File: src/rtl/minute_hour_counter.sv
// Minutes/hours stage behind the seconds counter. In run mode it follows the seconds wrap.
// In set mode the two buttons step one field, with hold-to-auto-repeat.
//
// Button repeat FSM (one per button):
//   state     | meaning
//   ST_HOLD   | released, or held and waiting out HOLD_CYCLES before the first repeat
//   ST_REPEAT | held past the hold time; one event every REPEAT_CYCLES
module minute_hour_counter #(
   parameter int HOLD_CYCLES   = 50000000,
   parameter int REPEAT_CYCLES = 12500000
) (
   input  logic       clk_i,
   input  logic       rst_i,
   input  logic       sec_wrap_i,
   input  logic       mode_i,
   input  logic       sel_i,
   input  logic       add_n_i,
   input  logic       deduct_n_i,
   output logic [5:0] minute_o,
   output logic [4:0] hour_o,
   output logic       minute_wrap_o,
   output logic       day_wrap_o
);

   localparam int MAXC = (HOLD_CYCLES > REPEAT_CYCLES) ? HOLD_CYCLES : REPEAT_CYCLES;
   localparam int CW   = $clog2(MAXC + 1);
   localparam logic [CW-1:0] HOLD_TC   = CW'(HOLD_CYCLES - 1);
   localparam logic [CW-1:0] REPEAT_TC = CW'(REPEAT_CYCLES - 1);

   typedef enum logic {ST_HOLD, ST_REPEAT} state_t;

   // Index 0 = add button, index 1 = deduct button
   logic [1:0]    btn_n;
   logic [1:0]    s1_q, s2_q, p_q;
   state_t        state_q [2];
   state_t        state_d [2];
   logic [CW-1:0] cnt_q [2];
   logic [CW-1:0] cnt_d [2];
   logic [1:0]    btn_ev;

   logic       inc_q, dec_q, sec_q;
   logic       ev_sec;
   logic [5:0] minute_q, minute_d;
   logic [4:0] hour_q, hour_d;
   logic       mwrap_q, mwrap_d, dwrap_q, dwrap_d;

   assign btn_n = {deduct_n_i, add_n_i};

   always_comb begin
      btn_ev = 2'b00;
      for (int b = 0; b < 2; b++) begin
         state_d[b] = state_q[b];
         cnt_d[b]   = cnt_q[b] + CW'(1);
         if (!mode_i || s2_q[b]) begin
            state_d[b] = ST_HOLD;
            cnt_d[b]   = '0;
         end else begin
            case (state_q[b])
               ST_HOLD: begin
                  if (cnt_q[b] == HOLD_TC) begin
                     btn_ev[b]  = 1'b1;
                     state_d[b] = ST_REPEAT;
                     cnt_d[b]   = '0;
                  end
               end
               ST_REPEAT: begin
                  if (cnt_q[b] == REPEAT_TC) begin
                     btn_ev[b] = 1'b1;
                     cnt_d[b]  = '0;
                  end
               end
               default: state_d[b] = ST_HOLD;
            endcase
         end
         if (mode_i && p_q[b] && !s2_q[b]) btn_ev[b] = 1'b1;
      end
   end

   always_comb begin
      minute_d = minute_q;
      hour_d   = hour_q;
      mwrap_d  = 1'b0;
      dwrap_d  = 1'b0;
      ev_sec   = sec_wrap_i & ~sec_q;
      if (!mode_i) begin
         if (ev_sec) begin
            if (minute_q == 6'd59) begin
               minute_d = 6'd0;
               mwrap_d  = 1'b1;
               if (hour_q == 5'd23) begin
                  hour_d  = 5'd0;
                  dwrap_d = 1'b1;
               end else begin
                  hour_d = hour_q + 5'd1;
               end
            end else begin
               minute_d = minute_q + 6'd1;
            end
         end
      end else if (inc_q ^ dec_q) begin
         // Set mode edits one field only; no carry/borrow between fields
         if (sel_i) begin
            if (inc_q) hour_d = (hour_q == 5'd23) ? 5'd0 : hour_q + 5'd1;
            else       hour_d = (hour_q == 5'd0) ? 5'd23 : hour_q - 5'd1;
         end else begin
            if (inc_q) minute_d = (minute_q == 6'd59) ? 6'd0 : minute_q + 6'd1;
            else       minute_d = (minute_q == 6'd0) ? 6'd59 : minute_q - 6'd1;
         end
      end
   end

   always_ff @(posedge clk_i) begin
      if (rst_i) begin
         s1_q     <= 2'b11;
         s2_q     <= 2'b11;
         p_q      <= 2'b11;
         for (int b = 0; b < 2; b++) begin
            state_q[b] <= ST_HOLD;
            cnt_q[b]   <= '0;
         end
         inc_q    <= 1'b0;
         dec_q    <= 1'b0;
         sec_q    <= 1'b0;
         minute_q <= 6'd0;
         hour_q   <= 5'd0;
         mwrap_q  <= 1'b0;
         dwrap_q  <= 1'b0;
      end else begin
         s1_q     <= btn_n;
         s2_q     <= s1_q;
         p_q      <= s2_q;
         for (int b = 0; b < 2; b++) begin
            state_q[b] <= state_d[b];
            cnt_q[b]   <= cnt_d[b];
         end
         inc_q    <= btn_ev[0];
         dec_q    <= btn_ev[1];
         sec_q    <= sec_wrap_i;
         minute_q <= minute_d;
         hour_q   <= hour_d;
         mwrap_q  <= mwrap_d;
         dwrap_q  <= dwrap_d;
      end
   end

   assign minute_o      = minute_q;
   assign hour_o        = hour_q;
   assign minute_wrap_o = mwrap_q;
   assign day_wrap_o    = dwrap_q;

endmodule

File: config.mk
export PLATFORM = sky130hd
export DESIGN_NAME = minute_hour_counter
export DESIGN_NICKNAME = d
export VERILOG_FILES = /design/src/rtl/minute_hour_counter.sv
export SDC_FILE = /design/constraint.sdc
export NUM_CORES = 1
export LEC_CHECK = 0
export CAP_MARGIN = 20
export CORE_AREA = 2 2 132 134
export CTS_BUF_LIST = sky130_fd_sc_hd__clkbuf_16
export DETAILED_ROUTE_END_ITERATION = 12
export DIE_AREA = 0 0 134 136
export PLACE_DENSITY = 0.44
export SLEW_MARGIN = 20
export SYNTH_ARGS = -nofsm -noshare
export SYNTH_HDL_FRONTEND = slang
export SYNTH_SLANG_ARGS = --single-unit
export TNS_END_PERCENT = 100
File: constraint.sdc
create_clock -name clk_i -period 2.2 [get_ports clk_i]
set_input_delay 0.44 -clock clk_i [delete_from_list [all_inputs] [get_ports clk_i]]
set_output_delay 0.44 -clock clk_i [all_outputs]
set_load 0.02 [all_outputs]
## Word level (Yosys, flattened, before mapping)

Memory sizes are Yosys's and may differ from the RTL's.
Index checks and enable logic that the tools add are counted.

- Bits in registers: 22
- Bits in writable memories: 54
- Memories kept: 2

- Add/subtract/negate cells: 6
- Equal/unequal tests: 9
- Muxes and demuxes: 46
- Bitwise logic cells: 11
- Reductions and logical operators: 17

Memories:

| memory | depth | bits a word | rd ports | clocked after Yosys merged registers in | wr ports | line | text |
|---|---|---|---|---|---|---|---|
| cnt_q | 2 | 26 | 2 | 0 | 2 | 37 | `logic [CW-1:0] cnt_q [2];` |
| state_q | 2 | 1 | 2 | 0 | 2 | 35 | `state_t state_q [2];` |

Operator list:

| kind | number |
|---|---|
| 26-bit two-way mux | 8 |
| 26-bit one-hot mux with 2 select lines | 2 |
| 26-bit by 1-bit adder with 26-bit output, second input constant | 2 |
| 26-bit by 24-bit equality test with 1-bit output, second input constant | 2 |
| 26-bit equality test, second input constant | 2 |
| 6-bit two-way mux | 7 |
| 5-bit two-way mux | 8 |
| 1-bit two-way mux | 19 |
| 6-bit by 1-bit adder with 6-bit output, second input constant | 1 |
| 6-bit equality test, second input constant | 1 |
| 6-bit zero test | 1 |
| 6-bit by 1-bit subtractor with 6-bit output, second input constant | 1 |
| 5-bit by 1-bit adder with 5-bit output, second input constant | 1 |
| 5-bit equality test, second input constant | 1 |
| 5-bit zero test | 1 |
| 1-bit NOT | 5 |
| 5-bit by 1-bit subtractor with 5-bit output, second input constant | 1 |
| 1-bit logical AND | 4 |
| 2-bit by 1-bit inequality test with 1-bit output, second input constant | 2 |
| 1-bit OR | 4 |
| 1-bit one-hot mux with 2 select lines | 2 |
| 4-bit AND reduction | 1 |
| 2-bit nonzero test | 2 |
| 4-bit OR reduction | 1 |
| other kinds (7) | 10 |

## Depth between registers and ports, before layout

Gate-level depths: netlist of the first run.

- Depth after elaboration: 6
- Gate-level depth with buffers: 7

## Worst setup path after synthesis of the first run

Ideal clock, no wire load.

- Path kind: register to register
- From: memory cnt_q[0][8] (netlist bit)
- To: memory cnt_q[0][19] (netlist bit)
- Arrival: 1.833 ns
- Slack: 0.238 ns
- Stages on the path, launching flop included: 6
- Buffers on the path: 1
- Clock period less this slack: 1.962 ns
- Cells stage by stage: dfxtp_1 > or3b_1 > or4_1 > nor4_4 > buf_4 > a211oi_1

RTL lines:

| element | line |
|---|---|
| start, declared | 37 |

## Worst setup path after layout of the first run

- From: register minute_q[2], in the netlist minute_o[2]
- To: output port minute_o[2]

RTL lines:

| element | line | text |
|---|---|---|
| start, declared | 43 | `logic [5:0] minute_q, minute_d;` |
| start signal, assigned | 139 | `minute_q <= minute_d;` |
| end, declared | 19 | `output logic [5:0] minute_o,` |

No word-level cell between the ends.

==> metrics.txt, run 1 <==
CTS H-tree lvls=3; Crit path required time=1760 ps; worst skew pair latency=340 ps; Yosys cell types=67; vias in the first global route=3588; Max Clock Freq=481 MHz; met2 usage=0.194; # setup viols final=0; Worst setup EP type=primary output; Tightest Pin Transition=498 ps; core footprint=0.0169 mm^2; initial antenna violation count=0; clk buf depth=2; Fin Setup TNS=0 ps; Sequential Area=about 0.0015 mm^2; EDFF count, synth=0; RSZ-0062 raised after global routing=false; Post-Syn Instances=466; grt ovf=0; WS Path Type=reg -> out; Post-Syn Area=0.00412 mm^2; DRC=0; Routed WL per cell=14.2 um; largest net degree at the start of global routing=22; 1st-iter DRT viols=261; Inserted Clock Buffers=9; global-route wire length before repair=17800 um; clock root buffer=clkbuf_16; CP top delay family=buffers and inverters; Critical Path Start Type=flop; period utilization=0.945; final hold viol count=0; Slowest cell on crit path=clkdlybuf4s50_1; # IOs=20; status=finished, final reports clean; hpwl dp=7560 um; total global-route track usage=0.122; Area Growth Syn to Fin=26.1%; worst-path maximum fanout=14; Post-CTS Setup Inserts=0; Rel. slew slack=0.663; syn_nets=482; yosys warns=0; post-route minimum period=2080 ps; DP Cell Count=between 700 and 800; Final Util=0.307; clk slew on worst S/H paths=about 60 ps; Synth Area per Inst=8.83 um^2; I/O Buffers=19; Initial Util=0.244; Multi-input gate area=around 0.0024 mm^2; Detail Route Antenna Nets=0; area of the die=0.0182 mm^2; ys flop type=dfxtp_1; Hold Crit Class=reg -> reg; layout cells sized above 1=0.152; GRT met1 Usage=0.153; vias=3792; ANT cells=0; total routed wirelength=10500 um; GR peak layer=met2; WP buf/inv=1; final slew viol count=0; CP cell instances=clkdlybuf4s50_1; P_leak=1.63 nW; Synth async-reset ratio=0; CTS Sinks=76; clk_skew=5.12 ps; Fillers=1770; vias per std cell=5.10; Data arrival, critical path=1640 ps; die height=between 100 and 150 um; RePlAce Congestion=roughly 0.83; TritonCTS clock tree=yes; worst vdd ir=381 uV; # hold bufs at CTS=0; PostCTS Resize Cnt=0; die span in x=134 um; Final nets=between 500 and 600; Site Rows=48; Crit path largest cell delay=~700 ps; register bit count reported by yosys=76; Final Non-Filler Cells=744; DRT Pass-1 Iters=4; GR Util met3=0.0328; max_cap viols=0; sequential area share after synthesis=0.370; power per cell area=652 mW/mm^2
## registers in the layout (all words and copies together), names as in the netlist
name,cells
sec_q,1
minute_wrap_o,1
s1_q,2
s2_q,2
state_q,2
inc_q,1
cnt_q,52
hour_o,5
dec_q,1
minute_o,6
p_q,2
day_wrap_o,1
## routing by layer
layer	up-vias	wire [um]
met3	17	344
met4	0	216
li1	1884	-
met1	1833	5000
met5	-	0
met2	58	4980
## final cells by class
| cell class | count | area share |
|---|---|---|
| tap | 225 | 0.0543 |
| multi-input combinational | 351 | 0.468 |
| inverter | 15 | 0.0109 |
| clock buffer | 9 | 0.0434 |
| timing repair buffer | 61 | 0.105 |
| clock inverter | 7 | 0.0253 |
| sequential | 76 | 0.293 |
## synthesized netlist by cell type (3+ instances only)
| master | count | area share |
|---|---|---|
| buf_4 | 3 | 0.0055 |
| a21oi_1 | 6 | 0.0073 |
| xor2_1 | 11 | 0.023 |
| nor2b_1 | 4 | 0.0061 |
| buf_2 | 6 | 0.0073 |
| ha_1 | 9 | 0.027 |
| nand4_1 | 20 | 0.030 |
| a211oi_1 | 25 | 0.046 |
| and4_1 | 5 | 0.011 |
| nand4b_1 | 4 | 0.0085 |
| or4_1 | 12 | 0.022 |
| nor4b_1 | 6 | 0.013 |
| and3_1 | 10 | 0.015 |
| a31oi_1 | 3 | 0.0046 |
| o21ai_0 | 13 | 0.016 |
| nor4_1 | 12 | 0.018 |
| nor3b_1 | 3 | 0.0055 |
| or2_2 | 6 | 0.0091 |
| inv_1 | 15 | 0.014 |
| dfxtp_1 | 76 | 0.37 |
| o31ai_1 | 9 | 0.016 |
| nor3_1 | 37 | 0.045 |
| nor2_1 | 14 | 0.013 |
| nand3_1 | 29 | 0.035 |
| nand2_1 | 23 | 0.021 |
| xnor2_1 | 22 | 0.047 |
| clkbuf_1 | 13 | 0.012 |
| or3_1 | 15 | 0.023 |
| nand2b_1 | 5 | 0.0076 |
## where the power goes
group | internal (mW) | total, mW | switching [mW]
registers | 1.39 | 1.42 | 0.0240
logic | 0.0873 | 0.176 | 0.0892
clock network | 1.21 | 1.79 | 0.580
total | 2.69 | 3.38 | 0.693
## per-stage QoR
stage / power (mW) / worst slack [ps] / hold slack, ps / cell area, um^2
final: 3.38 / 122 / 415 / 5190
after global routing: 3.52 / 43.1 / 451 / 5190
after CTS: 3.45 / 107 / 415 / 5180
after detailed placement: 1.62 / 19.7 / 400 / 4820
after global placement: 1.62 / 21.2 / 398 / 4820
after floorplan: 1.55 / 238 / 389 / 4120
## worst register-to-register path, cell delays in order (launching register included)
cell,delay (ps)
dfxtp_1,470
nand4_4,130
or4_1,670
or3_1,400
a211oi_1,270
## worst paths after layout
kind                start           end  slack [ps]  cells past startpoint
min               s1_q[0]       s2_q[0]         410                      1
min reg2reg       s1_q[0]       s2_q[0]         410                      1
max           minute_o[2]   minute_o[2]         120                      1
max reg2reg  cnt_q[0][40]  cnt_q[0][51]         170                      4
## cells in the final DEF (no fill, tap or decap), drive strengths merged, types with 3 or more instances in the layout
cell type,netlist,routed
dfxtp,76,76
buf,10,42
nor3,37,37
nand3,29,29
a211oi,26,26
nand2,23,23
nand4,23,23
xnor2,22,22
clkdlybuf4s50,0,19
inv,15,17
or3,15,15
nor2,14,14
o21ai,14,14
nor4,14,14
or4,13,13
xor2,11,11
and3,10,10
o31ai,9,9
ha,9,9
clkbuf,14,9
nor4b,6,6
or2,6,6
a21oi,6,6
and4,6,6
nand2b,5,5
nand4b,4,4
nor2b,4,4
bufinv,0,4
nor3b,3,3
a31oi,3,3
or4b,3,3
and2,3,3
## cells by family after synthesis
family	synth area share
flip-flops	0.370
buffers and inverters	0.0423
AO/OA/AOI/OAI	0.143
multiplexers	0.00760
XOR/XNOR	0.0702
AND/OR/NAND/NOR	0.340
adder cells (fa/ha/maj)	0.0274
(Power assumes the default switching activity.)
==> run 2: changes to the inputs <==
--- a/config.mk
+++ b/config.mk
@@ -6,10 +6,10 @@
 export NUM_CORES = 1
 export LEC_CHECK = 0
 export CAP_MARGIN = 20
-export CORE_AREA = 2 2 132 134
+export CORE_AREA = 2 2 139 127
 export CTS_BUF_LIST = sky130_fd_sc_hd__clkbuf_16
 export DETAILED_ROUTE_END_ITERATION = 12
-export DIE_AREA = 0 0 134 136
+export DIE_AREA = 0 0 141 129
 export PLACE_DENSITY = 0.44
 export SLEW_MARGIN = 20
 export SYNTH_ARGS = -nofsm -noshare
==> run 2 against run 1 <==
Core utilization decreased by 0.53 points. Total power decreased by 11%. Cell count decreased by 2.7%. Setup slack got worse by 26 ps. Sequential share of layout area increased by 0.79 points. Clock power decreased by 20%. Count of clock-buffer cells in the layout unchanged. Sequential power about the same. Hold slack got worse by 3.3 ps. Register-to-register slack about the same. Combinational power increased by 2%. Via count decreased by 0.90%.
==> metrics.txt, run 2 (same netlist as run 1, synthesis figures left out) <==
worst skew pair latency=340 ps; TritonCTS clock tree=yes; initial antenna violation count=0; clk buf depth=2; vias in the first global route=3607; max_cap viols=0; CP cell instances=clkdlybuf4s50_1; DRT Pass-1 Iters=4; Setup crit end=minute_o[2]; worst vdd ir=325 uV; Detail Route Antenna Nets=0; Final nets=roughly 520; Crit path largest cell delay=710 ps; Slowest cell on crit path=clkdlybuf4s50_1; Reg-to-Reg Start=cnt_q[0][26]; Fillers=approximately 1800; R2R cell count=5; Clock power frac=0.472; Fin Hold WS=411 ps; Inserted Clock Buffers=9; P_leak=1.56 nW; CTS Sinks=76; commonest non-fill, non-tap cell in the layout=dfxtp_1; die span in x=141 um; Biggest register=cnt_q; die height=between 100 and 150 um; most frequent cells in the layout=76 x dfxtp_1, 37 x nor3_1, 33 x buf_4; clk slew on worst S/H paths=around 60 ps; vias per std cell=5.19; Fin Setup TNS=0 ps; RePlAce Congestion=between 0.8 and 0.9; Routed WL per cell=15.0 um; Area Growth Syn to Fin=22.8%; DRC=0; I/O Buffers=19; power per cell area=599 mW/mm^2; Levels on crit path=1; global-route wire length before repair=18700 um; WS Path Type=reg -> out; sequential power share=0.468; Data arrival, critical path=1660 ps; R2R Setup Slk=180 ps; # IOs=20; grt ovf=0; worst-path maximum fanout=14; Critical Path Start Type=flop; CP top delay family=buffers and inverters; # setup viols final=0; clock root buffer=clkbuf_16; number of flip-flops in the largest register=52; RSZ-0062 raised after global routing=false; 1st-iter DRT viols=approximately 150; Rel. slew slack=0.566; vias=3758; Worst setup EP type=primary output; core footprint=~0.017 mm^2; ANT cells=0; Worst R2R End=cnt_q[0][44]; layout cells sized above 1=0.142; period utilization=0.956; area of the die=0.0182 mm^2; Crit path required time=1760 ps; post-route minimum period=around 2100 ps; final slew viol count=0; CTS H-tree lvls=3; Gate power share=0.059; Tightest Pin Transition=643 ps; Hold Crit Class=reg -> reg; Net Sw Frac=0.226; largest net degree at the start of global routing=27; total global-route track usage=0.127; clk_skew=5.67 ps; Site Rows=45; WP buf/inv=1; # hold bufs at CTS=0; total routed wirelength=approximately 11000 um; Initial Util=0.246; Max Clock Freq=~480 MHz; status=finished, final reports clean; Pint=2.34 mW; sw power=684 uW; hpwl dp=7710 um; final hold viol count=0; Setup crit start=minute_o[2]
-- run 2: power by group through the flow --
stage / Clock, mW / Combinational (mW) / Sequential [mW]
final: 1.43 / 0.180 / 1.42
after global routing: 1.53 / 0.198 / 1.42
after CTS: 1.48 / 0.180 / 1.42
after detailed placement: 0 / 0.179 / 1.45
after global placement: 0 / 0.176 / 1.45
after floorplan: 0 / 0.104 / 1.45
-- run 2: final cells by class --
type | count | area [um^2] | area share
inverters | 15 | 56.3 | 0.0111
repair buffers | 55 | 498 | 0.0986
clock buffers | 9 | 225 | 0.0446
well taps | 211 | 264 | 0.0523
clock inverters | 7 | 58.8 | 0.0116
multi-input cells | 351 | 2430 | 0.481
flip-flops and latches | 76 | 1520 | 0.301
-- run 2: stage by stage --
step	setup WS [ps]	instances	total power, mW	cell area (um^2)	util
2_1_floorplan	238	466	1.55	4120	-
3_3_place_gp	44.5	708	1.62	4760	0.285
3_5_place_dp	16.9	708	1.62	4760	0.285
4_1_cts	93.7	724	3.08	5040	0.302
5_1_grt	33.4	724	3.15	5050	0.302
6_report	96.1	724	3.02	5050	0.302
-- run 2: worst min path at each step --
| stage | to | start | slack, ps | cells after the start |
|---|---|---|---|---|
| finish | s2_q[1] | s1_q[1] | 410 | 1 |
| global route | s2_q[0] | s1_q[0] | 430 | 1 |
| CTS | s2_q[1] | s1_q[1] | 410 | 1 |
| detailed placement | s2_q[1] | s1_q[1] | 400 | 1 |
| global placement | s2_q[0] | s1_q[0] | 390 | 1 |
| floorplan | s2_q[0] | s1_q[0] | 390 | 1 |
-- run 2: layer usage --
metal	vias to the layer above	track usage	wire length [um]	part of all wire
met5	-	0	0	0
met4	0	0.0412	115	0.011
met3	9	0.0313	386	0.036
met2	60	0.202	4970	0.46
met1	1812	0.171	5390	0.50
li1	1877	-	-	-
-- run 2: what timing repair did --
item / CTS / global route
setup endpoints to repair: 0 / 4
gates resized for setup: 0 / 2
setup buffers: 0 / 0
==> run 3: changes to the inputs <==
--- a/config.mk
+++ b/config.mk
@@ -6,11 +6,11 @@
 export NUM_CORES = 1
 export LEC_CHECK = 0
 export CAP_MARGIN = 20
-export CORE_AREA = 2 2 139 127
+export CORE_AREA = 2 2 104 96
 export CTS_BUF_LIST = sky130_fd_sc_hd__clkbuf_16
 export DETAILED_ROUTE_END_ITERATION = 12
-export DIE_AREA = 0 0 141 129
-export PLACE_DENSITY = 0.44
+export DIE_AREA = 0 0 106 98
+export PLACE_DENSITY = 0.67
 export SLEW_MARGIN = 20
 export SYNTH_ARGS = -nofsm -noshare
 export SYNTH_HDL_FRONTEND = slang
==> run 3 against run 2 <==
Sequential power about the same. Final area shrank 2.8%. Setup slack improved by 28 ps. Combinational power decreased by 6%. Clock power is 15% higher. Sequential share of layout area grew 0.87 points. Total power rose by 6.8%. Die area shrank 43%. Critical path depth is 3 higher. Non-clock buffer count down 9.
==> metrics.txt, run 3 (same netlist as run 1, synthesis figures left out) <==
sw power=between 600 and 700 uW; area of the die=0.0104 mm^2; grt ovf=0; ANT cells=0; most frequent cells in the layout=76 x dfxtp_1, 36 x nor3_1, 29 x nand3_1; pre-CTS setup slack=-60.8 ps; DRC=0; Crit path required time=2450 ps; layout cells sized above 1=0.127; Area Growth Syn to Fin=19.3%; core footprint=0.00940 mm^2; Gate power share=0.053; RSZ-0062 raised after global routing=false; clk_skew=10.1 ps; sequential power share=0.438; Routed WL per cell=15.2 um; Detail Route Antenna Nets=0; final slew viol count=0; status=finished, final reports clean; final worst slack=125 ps; Hold Crit Class=reg -> reg; post-route minimum period=2080 ps; die height=98 um; CTS H-tree lvls=3; number of flip-flops in the largest register=52; final hold viol count=0; I/O Buffers=19; Rel. slew slack=0.519; period utilization=0.943; # hold bufs at CTS=0; Tightest Pin Transition=719 ps; Site Rows=34; commonest non-fill, non-tap cell in the layout=dfxtp_1; worst vdd ir=approximately 430 uV; vias in the first global route=3464; Biggest register=cnt_q; # IOs=20; total global-route track usage=0.194; Data arrival, critical path=between 2000 and 2500 ps; Crit path largest cell delay=~660 ps; CP cell instances=nand4_4 -> or4_1 -> or4_4 -> a211oi_2; # setup viols final=0; TritonCTS clock tree=yes; worst skew pair latency=roughly 330 ps; max_cap viols=0; P_leak=around 1.5 nW; Max Clock Freq=roughly 480 MHz; worst-path maximum fanout=8; RePlAce Congestion=0.920; Pint=2.57 mW; Inserted Clock Buffers=9; vias=3717; Initial Util=0.438; 1st-iter DRT viols=198; Net Sw Frac=0.205; DRT Pass-1 Iters=5; total routed wirelength=9600 um; Slowest cell on crit path=or4_1; die span in x=106 um; Worst setup EP type=flop; Final Util=0.522; global-route wire length before repair=16600 um; WS Path Type=reg -> reg; initial antenna violation count=0; clock root buffer=clkbuf_16; Final nets=515; power per cell area=658 mW/mm^2; vias per std cell=5.90; hpwl dp=6760 um; largest net degree at the start of global routing=27; clk slew on worst S/H paths=about 60 ps; Clock power frac=0.509; clk buf depth=2; Critical Path Start Type=flop; Post-CTS Setup Inserts=0; CTS Sinks=76
[run 3: cell types whose count changed in the layout (fill, tap and decap cells not counted), sizes merged]
cell,change
buf,-9
clkinv,-1
bufinv,+2
clkinvlp,-1
[run 3: routing by layer]
layer / wire, um / part of all wire / up-vias / global-route usage
li1: - / - / 1858 / -
met1: 4670 / 0.49 / 1766 / 0.268
met2: 4380 / 0.46 / 83 / 0.296
met3: 426 / 0.044 / 10 / 0.0434
met4: 116 / 0.012 / 0 / 0.0729
met5: 0 / 0 / - / 0
[run 3: what timing repair did]
action / CTS / global route
endpoints found under the hold margin: 0 / 0
resized for setup: 0 / 2
setup endpoints to repair: 0 / 2
[run 3: critical path, delay by kind of cell, from the launching register on]
kind	cells	cell delay (ps)
compound gates	1	210
flops	1	470
simple gates	3	1320
[run 3: power by group through the flow]
stage | Sequential [mW] | Combinational (mW) | Clock [mW]
after detailed placement | 1.44 | 0.168 | 0
final | 1.42 | 0.170 | 1.64
after global routing | 1.42 | 0.186 | 1.74
after CTS | 1.41 | 0.169 | 1.68
after floorplan | 1.45 | 0.104 | 0
after global placement | 1.44 | 0.166 | 0
[run 3: cell type report]
| type | count | area (um^2) |
|---|---|---|
| Inverter | 15 | 56.3 |
| Tap cell | 126 | 158 |
| Clock inverter | 7 | 106 |
| Clock buffer | 9 | 225 |
| Sequential cell | 76 | 1520 |
| Multi-Input combinational cell | 351 | 2440 |
| Fill cell | 861 | 4490 |
| Timing Repair Buffer | 46 | 405 |
[run 3: final timing paths]
check                     from           end  slack (ps)  cells after the start
setup / recovery  cnt_q[0][30]  cnt_q[0][50]         120                      4
hold / removal         s1_q[0]       s2_q[0]         430                      1
setup reg to reg  cnt_q[0][30]  cnt_q[0][50]         120                      4
hold reg to reg        s1_q[0]       s2_q[0]         430                      1
[run 3: per-stage QoR]
step / instances / instance area, um^2 / hold slack (ps) / total power, mW / setup TNS (ps)
3_3_place_gp: 614 / 4560 / 415 / 1.61 / 0
2_1_floorplan: 466 / 4120 / 389 / 1.55 / 0
5_1_grt: 630 / 4910 / 441 / 3.35 / 0
6_report: 630 / 4910 / 426 / 3.23 / 0
3_5_place_dp: 614 / 4560 / 414 / 1.61 / -85.7
4_1_cts: 630 / 4890 / 429 / 3.26 / 0
==> edit 1, RTL diff (settings of run 3) <==
Set the parameter `REPEAT_CYCLES` to 50000000 (it was 12500000).
--- a/src/rtl/minute_hour_counter.sv
+++ b/src/rtl/minute_hour_counter.sv
@@ -7,7 +7,7 @@
 //   ST_REPEAT | held past the hold time; one event every REPEAT_CYCLES
 module minute_hour_counter #(
    parameter int HOLD_CYCLES   = 50000000,
-   parameter int REPEAT_CYCLES = 12500000
+   parameter int REPEAT_CYCLES = 50000000
 ) (
    input  logic       clk_i,
    input  logic       rst_i,
Function: no difference found for any inputs over 4 cycles, from zero or initial values and one cycle with rst_i high; that may be too few to reach the edited logic, so the function may still have changed.
==> edit 1 against run 3 <==
Design area shrank 15%. Synthesized cell count shrank 9.4%. Clock skew shrank 0.00077 ns. Setup slack gained 0.0097 ns. Wire length shrank 28%. Utilization shrank 7.8 points. Via count shrank 22%. Die area is the same. First-iteration DRC count shrank 40%. Total power shrank 9.5%. Sequential cell count shrank 2. Area after synthesis shrank 14%. Critical endpoint is now minute_o[2].
==> edit 1: results (changes against run 3) <==
[logic_synthesis]
synth_compound_area_share_pct = 7.23  ; -7.1 points
post_synth_main_area_contributors = dfxtp_1 42%, nor2_1 7.7%, xor2_1 6.2%, xnor2_1 5.9%, nand3_1 3.9%
synthAdderAreaFrac_pct = 2.47  ; -0.27 points
syn_area_per_cell_um2 = 8.41  ; -4.7%
syn_nets = 436  ; -9.5%
synthMuxAreaShare_pct = 0  ; -0.76 points

[placed_design]
dpl-instance-area_mm2 = 0.00390  ; -15%
post-place-ws_ns = 0.0552  ; +0.116 ns
dp.cells = 564  ; -8.1%
gp_congestion = 0.870  ; -5.5%

[routing]
wl_per_cell_um = 11.9  ; -22%
vias = 2910  ; -22%
dr.pass1.iters = 4  ; -1
wl_met1_um = 3470  ; -26%
met3_length_um = 354  ; -17%

[status]
status = complete, no violations

[power_and_ir_drop]
power.total_uw = 2920  ; -9.5%
swShare_pct = 21.6  ; +1.2 points
p_comb_share_pct = 5.8  ; +0.5 points

[timing]
tightest_slew_ns = 0.597  ; -0.122 ns
finClkSkew_ns = 0.00937  ; -0.000769 ns

[grt]
grt_max_degree = 25  ; -7.4%
grt_pass1_wl_um = 12400  ; -25%
grt_pass1_vias = 2734  ; -21%

[critical_path]
cpLargestDelayFamily = buffers and inverters
cp_slowest_stage_delay_ns = 0.69  ; +0.03 ns

[final_layout]
fillerInstances = 923  ; +7.2%
fin_nets = 463  ; -10%
drive_above_1_share_pct = 7.93  ; -4.8 points

edit 1: final cells by class:
type                       instances  area [um^2]  area share [%]
clock buffer                       9          225            5.39
clock inverter                     7         53.8            1.29
inverter                          15         56.3            1.35
multi-input combinational        315         1900            45.5
sequential                        74         1480            35.5
tap                              126          158            3.77
timing repair buffer              34          303            7.25
edit 1: worst paths after layout:
path,from,end,slack (ns),cells after the start
min,s1_q[1]$_SDFF_PP1_,s2_q[1]$_SDFF_PP1_,0.41,1
max,minute_o[2]$_SDFFE_PP0P_,minute_o[2],0.13,1
min reg2reg,s1_q[1]$_SDFF_PP1_,s2_q[1]$_SDFF_PP1_,0.41,1
max reg2reg,minute_o[1]$_SDFFE_PP0P_,hour_o[0]$_SDFFE_PP0P_,0.29,6
edit 1: routing by layer:
metal	global-route usage, %	vias to the layer above
met5	0	-
met4	4.96	0
met3	4.74	6
met2	23.3	72
met1	18.5	1328
li1	-	1504
==> edit 2, RTL diff (settings of run 3) <==
Made on the original files. The output `day_wrap_o` loses its register stage (`dwrap_q` becomes a continuous assignment).
--- a/src/rtl/minute_hour_counter.sv
+++ b/src/rtl/minute_hour_counter.sv
@@ -124,7 +124,6 @@
          minute_q <= 6'd0;
          hour_q   <= 5'd0;
          mwrap_q  <= 1'b0;
-         dwrap_q  <= 1'b0;
       end else begin
          s1_q     <= btn_n;
          s2_q     <= s1_q;
@@ -139,9 +138,10 @@
          minute_q <= minute_d;
          hour_q   <= hour_d;
          mwrap_q  <= mwrap_d;
-         dwrap_q  <= dwrap_d;
       end
    end
+
+   assign dwrap_q = dwrap_d;
 
    assign minute_o      = minute_q;
    assign hour_o        = hour_q;
Function: changed (a bounded check fails within 10 cycles, from zero or initial values and one cycle with rst_i high).
==> edit 2 against run 3 <==
Maximum frequency down 1.8%. Area after synthesis down 9.9%. Design area is 7.3% lower. Synthesized cell count fell by 4.3%. Sequential power fell by 3%. Setup slack worse by 0.037 ns. Wire length is 13% lower. Total power is 10% lower. Count of clock-buffer cells in the layout stayed put. Global-route usage decreased by 2.5 points. Sequential cell count fell by 1. Critical path type unchanged. Largest cell class unchanged. Highest routed layer unchanged.
==> edit 2: results (changes against run 3) <==
[status]
status = complete, no violations

[critical_path]
crit_fanout = 12  ; +4
cp-startpoint = cnt_q[0][42]$_SDFF_PP0_
critPathSlowestCell = or4b_1
cp_slowest_stage_delay_ns = 0.50  ; -0.16 ns

[routing]
met3_length_um = 472  ; +11%
vias_per_cell = 5.36  ; -9.1%
dr.pass1.iters = 5  ; unchanged
wl_met1_um = 3810  ; -18%
met2WireLength_um = 3990  ; -8.9%
wl_per_cell_um = 13.5  ; -11%
first_iter_violations = 176  ; -11%

[logic_synthesis]
syn_nets = 462  ; -4.1%
ys_top_cells_by_count = 75 x dfxtp_1, 72 x nor2_1, 35 x xnor2_1
yosysSeqAreaShare_pct = 40.5  ; +3.5 points
post_synth_main_area_contributors = dfxtp_1 40%, xnor2_1 8.3%, nor2_1 7.3%, xor2_1 4.5%, nand3_1 3.8%
ys_types = 55  ; -18%

[final_layout]
drive_above_1_share_pct = 13.6  ; +0.86 points

[clock_network]
postCtsHoldBufs = 0  ; unchanged

[hold_path]
hold_start = s1_q[1]$_SDFF_PP1_

[grt]
track_usage_pct = 16.9  ; -2.5 points
grt_max_degree = 26  ; -3.7%
grt_pass1_wl_um = 14600  ; -12%

[timing]
finClkSkew_ns = 0.00651  ; -0.00363 ns
slew_headroom_pct = 63.7  ; +12 points

[placed_design]
gp_congestion = 0.833  ; -9.5%
dp_hpwl_um = 5790  ; -14%
dpl-instance-area_mm2 = 0.00423  ; -7.4%

[power_and_ir_drop]
p_leak_uw = 0.00149  ; -2.6%

## edit 2: cell count changes after synthesis, moves of 10 or more
| cell | delta |
|---|---|
| nor3_1 | -19 |
| a211oi_1 | -20 |
| xnor2_1 | +13 |
| nor2_1 | +58 |
| nand2_1 | +10 |
| or3_1 | -12 |
| or4_1 | -10 |
## edit 2: per-layer routing
layer,vias to the layer above,global-route usage [%]
li1,1652,-
met1,1553,21.3
met2,107,28.3
met3,14,4.07
met4,0,5.87
met5,-,0
## edit 2: through the flow
stage	setup WS (ns)	hold slack, ns	instances
CTS	0.0131	0.415	619
detailed placement	-0.153	0.402	603
global route	0.00360	0.432	620
floorplan	0.0259	0.389	446
finish	0.0874	0.408	620
global placement	-0.156	0.394	603
## edit 2: power breakdown
| part | switching [uW] | internal (uW) |
|---|---|---|
| clock | 573 | 758 |
| combinational | 106 | 90.4 |
| sequential | 6.57 | 1370 |
## edit 2: area by class of cell
type,instances,area (um^2)
clock buffers,9,225
clock inverters,7,45.0
fillers,915,4850
inverters,14,52.6
multi-input cells,337,2090
flip-flops and latches,75,1500
well taps,126,158
repair buffers,52,479
## edit 2: logic make-up after synthesis
family / Yosys count / share of synthesized area [%]
simple gates: 227 / 31.3
xor+xnor: 54 / 12.8
mux: 1 / 0.304
flops: 75 / 40.5
buf+inv: 34 / 4.02
fa+ha+maj: 9 / 3.04
compound gates: 46 / 8.13
## edit 2: timing repair
| action | 4_1_cts | 5_1_grt |
|---|---|---|
| pin swaps | 1 | 1 |
| endpoints found under the setup margin | 26 | 25 |
| gates cloned | 0 | 1 |
| gates resized for setup | 3 | 3 |
## edit 2: worst reg2reg max path, cell delays in order, from the launching register on
cell       delay, ns
dfxtp_1         0.31
or4b_1          0.50
or4_4           0.48
nor4_4          0.30
or2_4           0.20
clkbuf_16       0.16
nor2_1          0.05
## edit 2: worst paths after layout
path                             end  slack (ns)
max          cnt_q[0][51]$_SDFF_PP0_        0.09
min               s2_q[1]$_SDFF_PP1_        0.41
max reg2reg  cnt_q[0][51]$_SDFF_PP0_        0.09
min reg2reg       s2_q[1]$_SDFF_PP1_        0.41
